`src/rtl/key_press_conditioner.sv`:
```
// Push-button conditioner: two-flop synchroniser, counter-based debounce FSM,
// one-cycle press pulse, debounced level and a wrapping press counter.
module key_press_conditioner #(
    parameter int DEBOUNCE_CYCLES = 4,
    parameter int CNT_W           = 16,
    parameter int ACTIVE_LOW      = 1,
    parameter int COUNT_W         = 8
) (
    input  logic               i_gclk,
    input  logic               i_grst_n,
    input  logic               i_key_raw,
    input  logic               i_en,
    output logic               o_press,
    output logic               o_held,
    output logic [COUNT_W-1:0] o_press_count
);

    // Raw level of an idle (released) key; the sync flops reset to it.
    localparam logic             KEY_REL  = (ACTIVE_LOW != 0);
    localparam logic [CNT_W-1:0] CNT_LAST = CNT_W'(DEBOUNCE_CYCLES - 1);

    typedef enum logic [1:0] {
        S_IDLE,
        S_CPRESS,
        S_PRESSED,
        S_CREL
    } state_t;

    logic               r_sync1, r_sync2;
    logic               w_pressed;
    state_t             r_state, w_next;
    logic [CNT_W-1:0]   r_cnt, w_cnt_next;
    logic               w_cnt_last;
    logic               w_press_d, w_held_d;
    logic               r_press, r_held;
    logic [COUNT_W-1:0] r_count;

    always_ff @(posedge i_gclk or negedge i_grst_n) begin
        if (!i_grst_n) begin
            r_sync1 <= KEY_REL;
            r_sync2 <= KEY_REL;
        end else begin
            r_sync1 <= i_key_raw;
            r_sync2 <= r_sync1;
        end
    end

    assign w_pressed  = (ACTIVE_LOW != 0) ? ~r_sync2 : r_sync2;
    assign w_cnt_last = (r_cnt == CNT_LAST);

    always_ff @(posedge i_gclk or negedge i_grst_n) begin
        if (!i_grst_n) begin
            r_state <= S_IDLE;
            r_cnt   <= '0;
        end else begin
            r_state <= w_next;
            r_cnt   <= w_cnt_next;
        end
    end

    // Any disagreeing sample during a confirm phase restarts qualification.
    always_comb begin
        w_next     = r_state;
        w_cnt_next = r_cnt;
        case (r_state)
            S_IDLE: begin
                if (w_pressed) begin
                    w_next     = S_CPRESS;
                    w_cnt_next = '0;
                end
            end
            S_CPRESS: begin
                if (!w_pressed) begin
                    w_next     = S_IDLE;
                    w_cnt_next = '0;
                end else if (w_cnt_last) begin
                    w_next = S_PRESSED;
                end else begin
                    w_cnt_next = r_cnt + CNT_W'(1);
                end
            end
            S_PRESSED: begin
                if (!w_pressed) begin
                    w_next     = S_CREL;
                    w_cnt_next = '0;
                end
            end
            S_CREL: begin
                if (w_pressed) begin
                    w_next     = S_PRESSED;
                    w_cnt_next = '0;
                end else if (w_cnt_last) begin
                    w_next = S_IDLE;
                end else begin
                    w_cnt_next = r_cnt + CNT_W'(1);
                end
            end
            default: begin
                w_next     = S_IDLE;
                w_cnt_next = '0;
            end
        endcase
    end

    // A press qualified while disabled is dropped, never deferred.
    always_comb begin
        w_press_d = (r_state == S_CPRESS) && w_pressed && w_cnt_last && i_en;
        w_held_d  = (w_next == S_PRESSED) || (w_next == S_CREL);
    end

    always_ff @(posedge i_gclk or negedge i_grst_n) begin
        if (!i_grst_n) begin
            r_press <= 1'b0;
            r_held  <= 1'b0;
            r_count <= '0;
        end else begin
            r_press <= w_press_d;
            r_held  <= w_held_d;
            if (w_press_d) r_count <= r_count + COUNT_W'(1);
        end
    end

    assign o_press       = r_press;
    assign o_held        = r_held;
    assign o_press_count = r_count;

endmodule

```
`config.mk`:
```
export PLATFORM = sky130hd
export DESIGN_NAME = key_press_conditioner
export DESIGN_NICKNAME = d
export VERILOG_FILES = /design/src/rtl/key_press_conditioner.sv
export SDC_FILE = /design/constraint.sdc
export NUM_CORES = 1
export LEC_CHECK = 0
export BUFFER_PORTS_ARGS = -buffer_cell sky130_fd_sc_hd__buf_4
export CAP_MARGIN = 15
export CORE_MARGIN = 1
export CORE_UTILIZATION = 56
export CTS_CLUSTER_DIAMETER = 40
export DETAILED_ROUTE_END_ITERATION = 8
export GPL_TIMING_DRIVEN = 0
export MAX_ROUTING_LAYER = met4
export PLACE_DENSITY = 0.76
export SYNTH_ARGS = -nofsm -noshare
export SYNTH_HDL_FRONTEND = slang
export SYNTH_SLANG_ARGS = --single-unit
```
`constraint.sdc`:
```
create_clock -name i_gclk -period 2.25 [get_ports i_gclk]
set_input_delay 0 -clock i_gclk [delete_from_list [all_inputs] [get_ports i_gclk]]
set_output_delay 0 -clock i_gclk [all_outputs]
set_load 0.005 [all_outputs]
```
==> summary.md, run 1 <==
| Metric | Value |
|---|---|
| Outcome | finished clean |
| YS warnings | 0 |
| Setup violators final | 0 |
| CTS Buf Count | 5 |
| Tmin final | 1980 ps |
| Critical Path Source Type | flip-flop |
| Grt ovf | 0 |
| RSZ-0062 raised after global routing | false |
| Postcts setup bufs | 0 |
| Post-DRT Antenna Nets | 0 |
| Antenna diode instance count | 0 |
| Routed length per placed instance | 13.9 um |
| Mapped Avg Cell Area | 10.2 um^2 |
| Reg2Reg Setup Slack | 270 ps |
| Core area | 2500 um^2 |
| TritonCTS Sinks | 29 |
| Slew Viols, Final | 0 |
| Number of enable flip-flop cells after synthesis | 0 |
| Boundary Pins | 14 |
| Starting DRT DRC Count | 16 |
| Async S/R FF share, synth | 100% |
| Max FO, Critical Path | 10 |
| Unique masters post-synth | 37 |
| CTS Buffer Depth | 2 |
| Final worst-path cycle share | 88.2% |
| Final hold vios | 0 |
| Number of global-route vias before repair | 1014 |
| Synth Flop Type | dfrtp_1 |
| Area delta synth->final | 13.8% |
| Worst Path Required | 2470 ps |
| Initial antenna violation count | 0 |
| Compound-cell area share of the yosys netlist | 9.30% |
| Setup WS post-layout | 266 ps |
| Cells after Synth | 147 |
| CTS root buf | clkbuf_4 |
| Top cell type's share of synthesized area | 45.3% |
| Worst-Margin Slew | 660 ps |
| Die H | 53.6 um |
| Share of cells above drive strength 1 | 20.6% |
| Crit end category | flip-flop |
| P per Cell Area | 751 nW/um^2 |
| Max-Cap Viols | 0 |
| Hold Path Class | input pin to flip-flop |
| Sequential-to-total area share from yosys stat | 48.8% |
| Synth Area in Simple Gates | 26.7% |
| Vias per cell | 5.55 |
| Commonest non-fill, non-tap cells in the layout | 27 x dfrtp_1, 16 x nor2_1, 14 x buf_4 |
| # port buffers | 13 |
| Commonest non-fill, non-tap cell in the layout | dfrtp_1 |
| Flops & latches, synth | 29 |
| Post-Route WL | 2.79 mm |
| Routability Congestion | 0.843 |
| Post-Synth XOR/XNOR Area | 9.39% |
| Setup TNS Final | 0 ps |
| CTS H-tree lvls | 2 |
| HPWL after DPL | 2.03 mm |
| LEAKAGE | 0.758 nW |
| F_max | 504 MHz |
| 1st-pass router iterations | 4 |
| Post-Place Setup Slack | 306 ps |
| Row count | 18 |
| CP Class | flip-flop to flip-flop |
| CTS tree | built |
| Chip width | 53.6 um |
| Post-Syn Nets | 153 |
| Post-Synth Adder-Cell Area | 1.68% |
| Largest area contributor in the netlist | dfrtp_1 |
| # hold bufs at CTS | 2 |
| GRT Overall Usage | 23.4% |
| Mux cell area share after synthesis | 0.754% |
| Die footprint | 2880 um^2 |
| Largest family of logic cells by synthesized area | simple AND/OR/NAND/NOR gates |
| Initial Utilization | 59.7% |
| Final Skew | 8.58 ps |
| Relative slew slack | 55.7% |
| Residual DRC | 0 |
| # resized after CTS | 0 |
| Top cells by area, synth | dfrtp_1 45%, xnor2_1 5.9%, nand3_1 4.0% |
| Cell Area, Synth | 1490 um^2 |
| Layout Nets | 175 |
| Largest net degree at the start of global routing | 30 |
| Worst Path Arrival | 2210 ps |
| Clock slew at reported path FFs | 90 ps |
| Peak VDD IR | 682 uV |
| Routed vias | 1109 |
| Clk_lat worst skew | 330 ps |
| First-pass GRT wire length | 4.48 mm |
## through the flow
step	utilization [%]	hold slack [ps]	instances	cell area, um^2	power (mW)
CTS	68.0	5.80	200	1700	1.29
floorplan	-	-296	147	1490	0.872
detailed placement	65.1	-60.6	190	1630	0.985
global route	68.0	24.3	200	1700	1.35
global placement	65.1	-66.3	190	1630	0.972
finish	68.0	22.4	200	1700	1.28
## cells in the mapped netlist (2+ instances only)
master and n:
o21ai_0 7, nor4_1 6, dfrtp_1 27, inv_1 6, dfstp_2 2, xor2_1 6, nand4_1 6, xnor2_1 10
ha_1 2, nor3_1 4, or4_1 2, nand3_1 12, nand2_1 10, a21oi_1 6, a21o_1 2, nor4_2 2
nor2_1 16, nor4_4 2
## cells by family (layout without fill, tap and decap cells)
family / count (synthesis) / in the layout
and+or+nand+nor: 67 / 67
DFF: 29 / 29
AOI/OAI and AO/OA: 22 / 22
xor gates and xnor gates: 16 / 16
buffers and inverters: 10 / 33
adders and majority gates: 2 / 2
muxes: 1 / 1
## worst paths after layout
kind | endpoint | cells past startpoint | from
max | o_press_count[1]$_DFFE_PN0P_ | 6 | r_cnt[0]$_DFFE_PN0P_
min | o_press$_DFF_PN0_ | 3 | i_en
max reg2reg | o_press_count[1]$_DFFE_PN0P_ | 6 | r_cnt[0]$_DFFE_PN0P_
min reg2reg | r_sync2$_DFF_PN1_ | 0 | r_sync1$_DFF_PN1_
max in group asynchronous | r_sync1$_DFF_PN1_ | 2 | i_grst_n
min in group asynchronous | o_press_count[7]$_DFFE_PN0P_ | 2 | i_grst_n
## worst max-delay path: stages, from the launching register on
cell	delay, ps
dfrtp_1	450
ha_1	250
nor4b_2	250
nand4_1	170
buf_2	230
nor2_2	190
mux2_1	340
## final cells by class
class                      count  area [um^2]
tap                           30         37.5
buffer                         4         28.8
multi-input combinational    108          713
timing repair buffer          15          118
clock buffer                   6         41.3
inverter                       6         22.5
clock inverter                 2         10.0
sequential                    29          728
fill                         207          801
## report_power, final
group / switching, mW / total (mW) / internal [mW]
Combinational: 0.233 / 0.360 / 0.127
Sequential: 0.0513 / 0.617 / 0.566
Clock: 0.179 / 0.298 / 0.119
Total: 0.464 / 1.28 / 0.812
## sequential cells by signal (all words and copies together), names as in the netlist
signal         cells
o_held             1
o_press            1
o_press_count      8
r_cnt             16
r_state            1
r_sync1            1
r_sync2            1
## per-layer routing
layer	global-route usage [%]	vias up	part of all wire [%]	wire [um]
met4	7.89	0	1.1	31
li1	-	577	-	-
met3	8.47	4	3.5	97
met2	34.2	17	44	1220
met1	30.1	511	52	1450
met5	-	-	0	0
Power figures use the tool's default switching activity.
==> inputs of run 2 (changes only) <==
HOLD_SLACK_MARGIN = 0.15   (was unset)
SETUP_SLACK_MARGIN = 0.1   (was unset)
==> run 2 against run 1 <==
Net effect:
- sequential power hardly changed
- clock skew is 2.3 ps higher
- non-clock buffer count is 2 higher
- critical path type unchanged
- largest cell class unchanged
- largest power group unchanged
- highest routed layer unchanged
==> summary.md, run 2 (synthesis gave the netlist of run 1 again) <==
| Metric | Value |
|---|---|
| Outcome | finished clean |
| # resized after CTS | 0 |
| 1st-pass router iterations | 4 |
| Register-to-Register Path Depth | 6 |
| Starting DRT DRC Count | 18 |
| Commonest non-fill, non-tap cells in the layout | 27 x dfrtp_1, 16 x nor2_1, 14 x buf_4 |
| Setup violators final | 0 |
| CP Class | flip-flop to flip-flop |
| Number of global-route vias before repair | 1035 |
| Reg with most FFs | r_cnt |
| LEAKAGE | 0.772 nW |
| Slew Viols, Final | 0 |
| Worst r2r dst | o_press_count[1]$_DFFE_PN0P_ |
| GRT Overall Usage | 24.2% |
| Reg2Reg Setup Slack | 290 ps |
| F_max | 509 MHz |
| TritonCTS Sinks | 29 |
| Worst Path Required | 2470 ps |
| # port buffers | 13 |
| Final hold vios | 0 |
| Area delta synth->final | 15.8% |
| Core area | 2500 um^2 |
| Routability Congestion | 0.843 |
| Layout Nets | 177 |
| Filler instances | 201 |
| Antenna diode instance count | 0 |
| Largest net degree at the start of global routing | 28 |
| Post-DRT Antenna Nets | 0 |
| RSZ-0062 raised after global routing | false |
| Critical Path Source Type | flip-flop |
| Setup TNS Final | 0 ps |
| Routed vias | 1144 |
| Worst-Margin Slew | 652 ps |
| CTS root buf | clkbuf_4 |
| Commonest non-fill, non-tap cell in the layout | dfrtp_1 |
| P per Cell Area | 740 nW/um^2 |
| Tmin final | 1960 ps |
| Share of cells above drive strength 1 | 20.9% |
| Crit end category | flip-flop |
| Die footprint | 2880 um^2 |
| Initial Utilization | 59.7% |
| Initial antenna violation count | 0 |
| HPWL after DPL | 2.03 mm |
| Critical Path Start | r_cnt[0]$_DFFE_PN0P_ |
| Final Skew | 10.9 ps |
| Peak VDD IR | 687 uV |
| R2r startpoint | r_cnt[0]$_DFFE_PN0P_ |
| # hold bufs at CTS | 4 |
| Clock slew at reported path FFs | 90 ps |
| Max-Cap Viols | 0 |
| CTS Buf Count | 5 |
| Worst setup endpoint | o_press_count[1]$_DFFE_PN0P_ |
| Total power | 1.28 mW |
| Vias per cell | 5.66 |
| Boundary Pins | 14 |
| CTS Buffer Depth | 2 |
| Postcts setup bufs | 0 |
| First-pass GRT wire length | 4.61 mm |
| Final worst-path cycle share | 87.3% |
| Row count | 18 |
| Die H | 53.6 um |
| Max FO, Critical Path | 10 |
| Largest register FFs | 16 |
| CTS tree | built |
| Post-Route WL | 2.85 mm |
| Chip width | 53.6 um |
| Clk_lat worst skew | 330 ps |
| Residual DRC | 0 |
| Worst Path Arrival | 2190 ps |
| Hold Path Class | input pin to async pin |
| Routed length per placed instance | 14.1 um |
| CTS H-tree lvls | 2 |
| Grt ovf | 0 |
| Relative slew slack | 56.2% |
-- run 2: cell types whose count changed in the layout (fill, tap and decap cells not counted), sizes merged --
cell         delta
buf             +1
dlygate4sd3     +1
-- run 2: how the worst min path moves through the flow --
stage	start	to	slack [ps]
6_report	i_grst_n	o_press_count[5]$_DFFE_PN0P_	170
5_1_grt	i_grst_n	r_sync1$_DFF_PN1_	180
4_1_cts	i_grst_n	r_sync2$_DFF_PN1_	160
3_5_place_dp	i_grst_n	o_press_count[7]$_DFFE_PN0P_	-60
3_3_place_gp	i_grst_n	o_press_count[5]$_DFFE_PN0P_	-70
2_1_floorplan	i_grst_n	o_held$_DFF_PN0_	-300
-- run 2: final cells by class --
class	count	area [um^2]	share of cell area [%]
tap	30	37.5	2.17
sequential	29	728	42.1
timing repair buffer	17	148	8.54
multi-input combinational	108	713	41.2
clock buffer	6	41.3	2.39
clock inverter	2	10.0	0.579
buffer	4	28.8	1.66
inverter	6	22.5	1.30
-- run 2: metrics by stage --
step / hold WS, ps / cell area (um^2) / instances / utilization, % / setup slack, ps
final: 168 / 1730 / 202 / 69.2 / 285
after global routing: 182 / 1730 / 202 / 69.2 / 106
after CTS: 160 / 1730 / 202 / 69.2 / 289
after detailed placement: -60.6 / 1630 / 190 / 65.1 / 306
after global placement: -66.3 / 1630 / 190 / 65.1 / 348
after floorplan: -296 / 1490 / 147 / - / 533
-- run 2: worst max-delay path, cell delays in order (launching register included) --
cell	delay, ps
dfrtp_1	440
ha_1	250
nor4b_2	250
nand4_1	170
buf_2	220
nor2_2	190
mux2_1	330
-- run 2: power by group --
group / internal (mW) / switching, mW / leakage, nW / total (mW)
sequential: 0.566 / 0.0505 / 0.392 / 0.617
clock: 0.119 / 0.179 / 0.0320 / 0.298
combinational: 0.132 / 0.234 / 0.348 / 0.366
total: 0.816 / 0.464 / 0.772 / 1.28
-- run 2: per-layer routing --
metal  track usage [%]  wire length, um  share of wire [%]  vias to the layer above
li1                  -                -                  -                      582
met4              7.89               44                1.5                        0
met1              31.5             1500                 53                      541
met2              35.0             1220                 43                       14
met5                 -                0                  0                        -
met3              8.47               83                2.9                        7
==> inputs of run 3 (changes only) <==
--- a/config.mk
+++ b/config.mk
@@ -11,2 +11,3 @@
 export CORE_UTILIZATION = 56
+export CTS_BUF_LIST = sky130_fd_sc_hd__clkbuf_4 sky130_fd_sc_hd__clkbuf_8 sky130_fd_sc_hd__clkbuf_16
 export CTS_CLUSTER_DIAMETER = 40
==> constraint.sdc (replaced) <==
create_clock -name i_gclk -period 2.2 [get_ports i_gclk]
set_input_delay 0.44 -clock i_gclk [delete_from_list [all_inputs] [get_ports i_gclk]]
set_output_delay 0.44 -clock i_gclk [all_outputs]
set_load 0.005 [all_outputs]
==> run 3 against run 2 <==
Net effect:
- clock-buffer cell count is the same
- first-iteration DRC count rose by 11%
- via count is 2.4% lower
- final area shrank 1.6%
- sequential power rose by 2%
- register-to-register slack got worse by 30 ps
==> summary.md, run 3 (synthesis gave the netlist of run 1 again) <==
| Metric | Value |
|---|---|
| CTS Buffer Depth | 2 |
| Largest register FFs | 16 |
| Commonest non-fill, non-tap cell in the layout | dfrtp_1 |
| Hold Path Class | input pin to flip-flop |
| Layout Nets | 174 |
| Final Skew | 8.60 ps |
| P per Cell Area | 776 nW/um^2 |
| CTS Buf Count | 5 |
| Residual DRC | 0 |
| GRT Overall Usage | 23.6% |
| Die footprint | 2880 um^2 |
| CTS tree | built |
| Post-DRT Antenna Nets | 0 |
| Cell total after placement | 190 |
| Share of cells above drive strength 1 | 21.3% |
| First-pass GRT wire length | 4.50 mm |
| Relative slew slack | 55.7% |
| Register-to-Register Path Depth | 6 |
| Fin cells | 199 |
| LEAKAGE | 0.758 nW |
| Max FO, Critical Path | 10 |
| Worst r2r dst | o_press_count[1]$_DFFE_PN0P_ |
| Peak VDD IR | 700 uV |
| Post-Route WL | 2.79 mm |
| Fin util | 68.1% |
| RSZ-0062 raised after global routing | false |
| R2r startpoint | r_cnt[0]$_DFFE_PN0P_ |
| Vias per cell | 5.61 |
| Tmin final | 1940 ps |
| CP Class | flip-flop to flip-flop |
| Routed length per placed instance | 14.0 um |
| Grt ovf | 0 |
| Postcts setup bufs | 0 |
| Reg2Reg Setup Slack | 260 ps |
| Final worst-path cycle share | 88.2% |
| Critical Path Source Type | flip-flop |
| Routed vias | 1117 |
| Clock slew at reported path FFs | 90 ps |
| F_max | 515 MHz |
| Critical Path Start | r_cnt[0]$_DFFE_PN0P_ |
| Setup TNS Final | 0 ps |
| Row count | 18 |
| Chip width | 53.6 um |
| HPWL after DPL | 2.03 mm |
| Clk_lat worst skew | 330 ps |
| Initial antenna violation count | 0 |
| TritonCTS Sinks | 29 |
| Setup violators final | 0 |
| Area delta synth->final | 14.0% |
| Core area | 2500 um^2 |
| Commonest non-fill, non-tap cells in the layout | 27 x dfrtp_1, 16 x nor2_1, 14 x buf_4 |
| Antenna diode instance count | 0 |
| Die H | 53.6 um |
| Starting DRT DRC Count | 20 |
| Worst Path Required | 2420 ps |
| # port buffers | 13 |
| Worst setup endpoint | o_press_count[1]$_DFFE_PN0P_ |
| Outcome | finished clean |
| Initial Utilization | 59.7% |
| Crit end category | flip-flop |
| CTS H-tree lvls | 2 |
| Boundary Pins | 14 |
| Number of global-route vias before repair | 1010 |
| Reg with most FFs | r_cnt |
| Worst Path Arrival | 2170 ps |
| Largest net degree at the start of global routing | 30 |
| Routability Congestion | 0.843 |
| Slew Viols, Final | 0 |
| 1st-pass router iterations | 4 |
| Max-Cap Viols | 0 |
| CTS root buf | clkbuf_4 |
| Worst-Margin Slew | 660 ps |
| Final hold vios | 0 |
run 3: cell count changes in the layout (fill, tap and decap cells not counted), sizes merged:
| cell | change |
|---|---|
| buf | -1 |
| dlygate4sd3 | -2 |
run 3: timing repair:
action                                 in CTS  in global routing
gates resized for setup                     0                  1
endpoints found under the hold margin      27                  0
setup endpoints to repair                   0                  1
hold buffers                                1                  0
run 3: how the worst min path moves through the flow:
stage                 startpoint           endpoint  slack [ps]  depth (start not counted)
2_1_floorplan           i_grst_n   o_held$_DFF_PN0_         140                          0
3_3_place_gp   r_sync1$_DFF_PN1_  r_sync2$_DFF_PN1_         350                          0
3_5_place_dp   r_sync1$_DFF_PN1_  r_sync2$_DFF_PN1_         350                          0
4_1_cts                i_key_raw  r_sync1$_DFF_PN1_         190                          1
5_1_grt                i_key_raw  r_sync1$_DFF_PN1_         190                          1
6_report               i_key_raw  r_sync1$_DFF_PN1_         210                          1
run 3: area by class of cell:
type / instances / area, um^2
Tap cell: 30 / 37.5
Fill cell: 207 / 798
Timing Repair Buffer: 14 / 108
Multi-Input combinational cell: 108 / 722
Inverter: 6 / 22.5
Sequential cell: 29 / 728
Clock inverter: 2 / 10.0
Buffer: 4 / 28.8
Clock buffer: 6 / 45.0
run 3: through the flow:
step,worst slack (ps),cell area (um^2),hold slack [ps],power (mW)
global route,107,1700,187,1.40
finish,259,1700,208,1.32
floorplan,483,1490,144,0.892
global placement,298,1630,348,0.994
CTS,241,1690,195,1.33
detailed placement,256,1630,352,1.01
run 3: routing by layer:
metal,wire length (um),vias up,global-route usage [%]
met5,0,-,-
met4,40,0,7.89
met3,116,6,8.47
met2,1220,21,34.4
met1,1420,514,30.3
li1,-,576,-
run 3: worst max-delay path: stages (launching register included):
cell	delay, ps
dfrtp_1	450
ha_1	250
nor4b_4	220
nand4_1	160
buf_2	220
nor2_2	190
mux2_1	330
run 3: power breakdown:
group | internal, mW | switching (mW)
registers | 0.579 | 0.0535
logic | 0.131 | 0.239
clock network | 0.134 | 0.185
total | 0.844 | 0.477
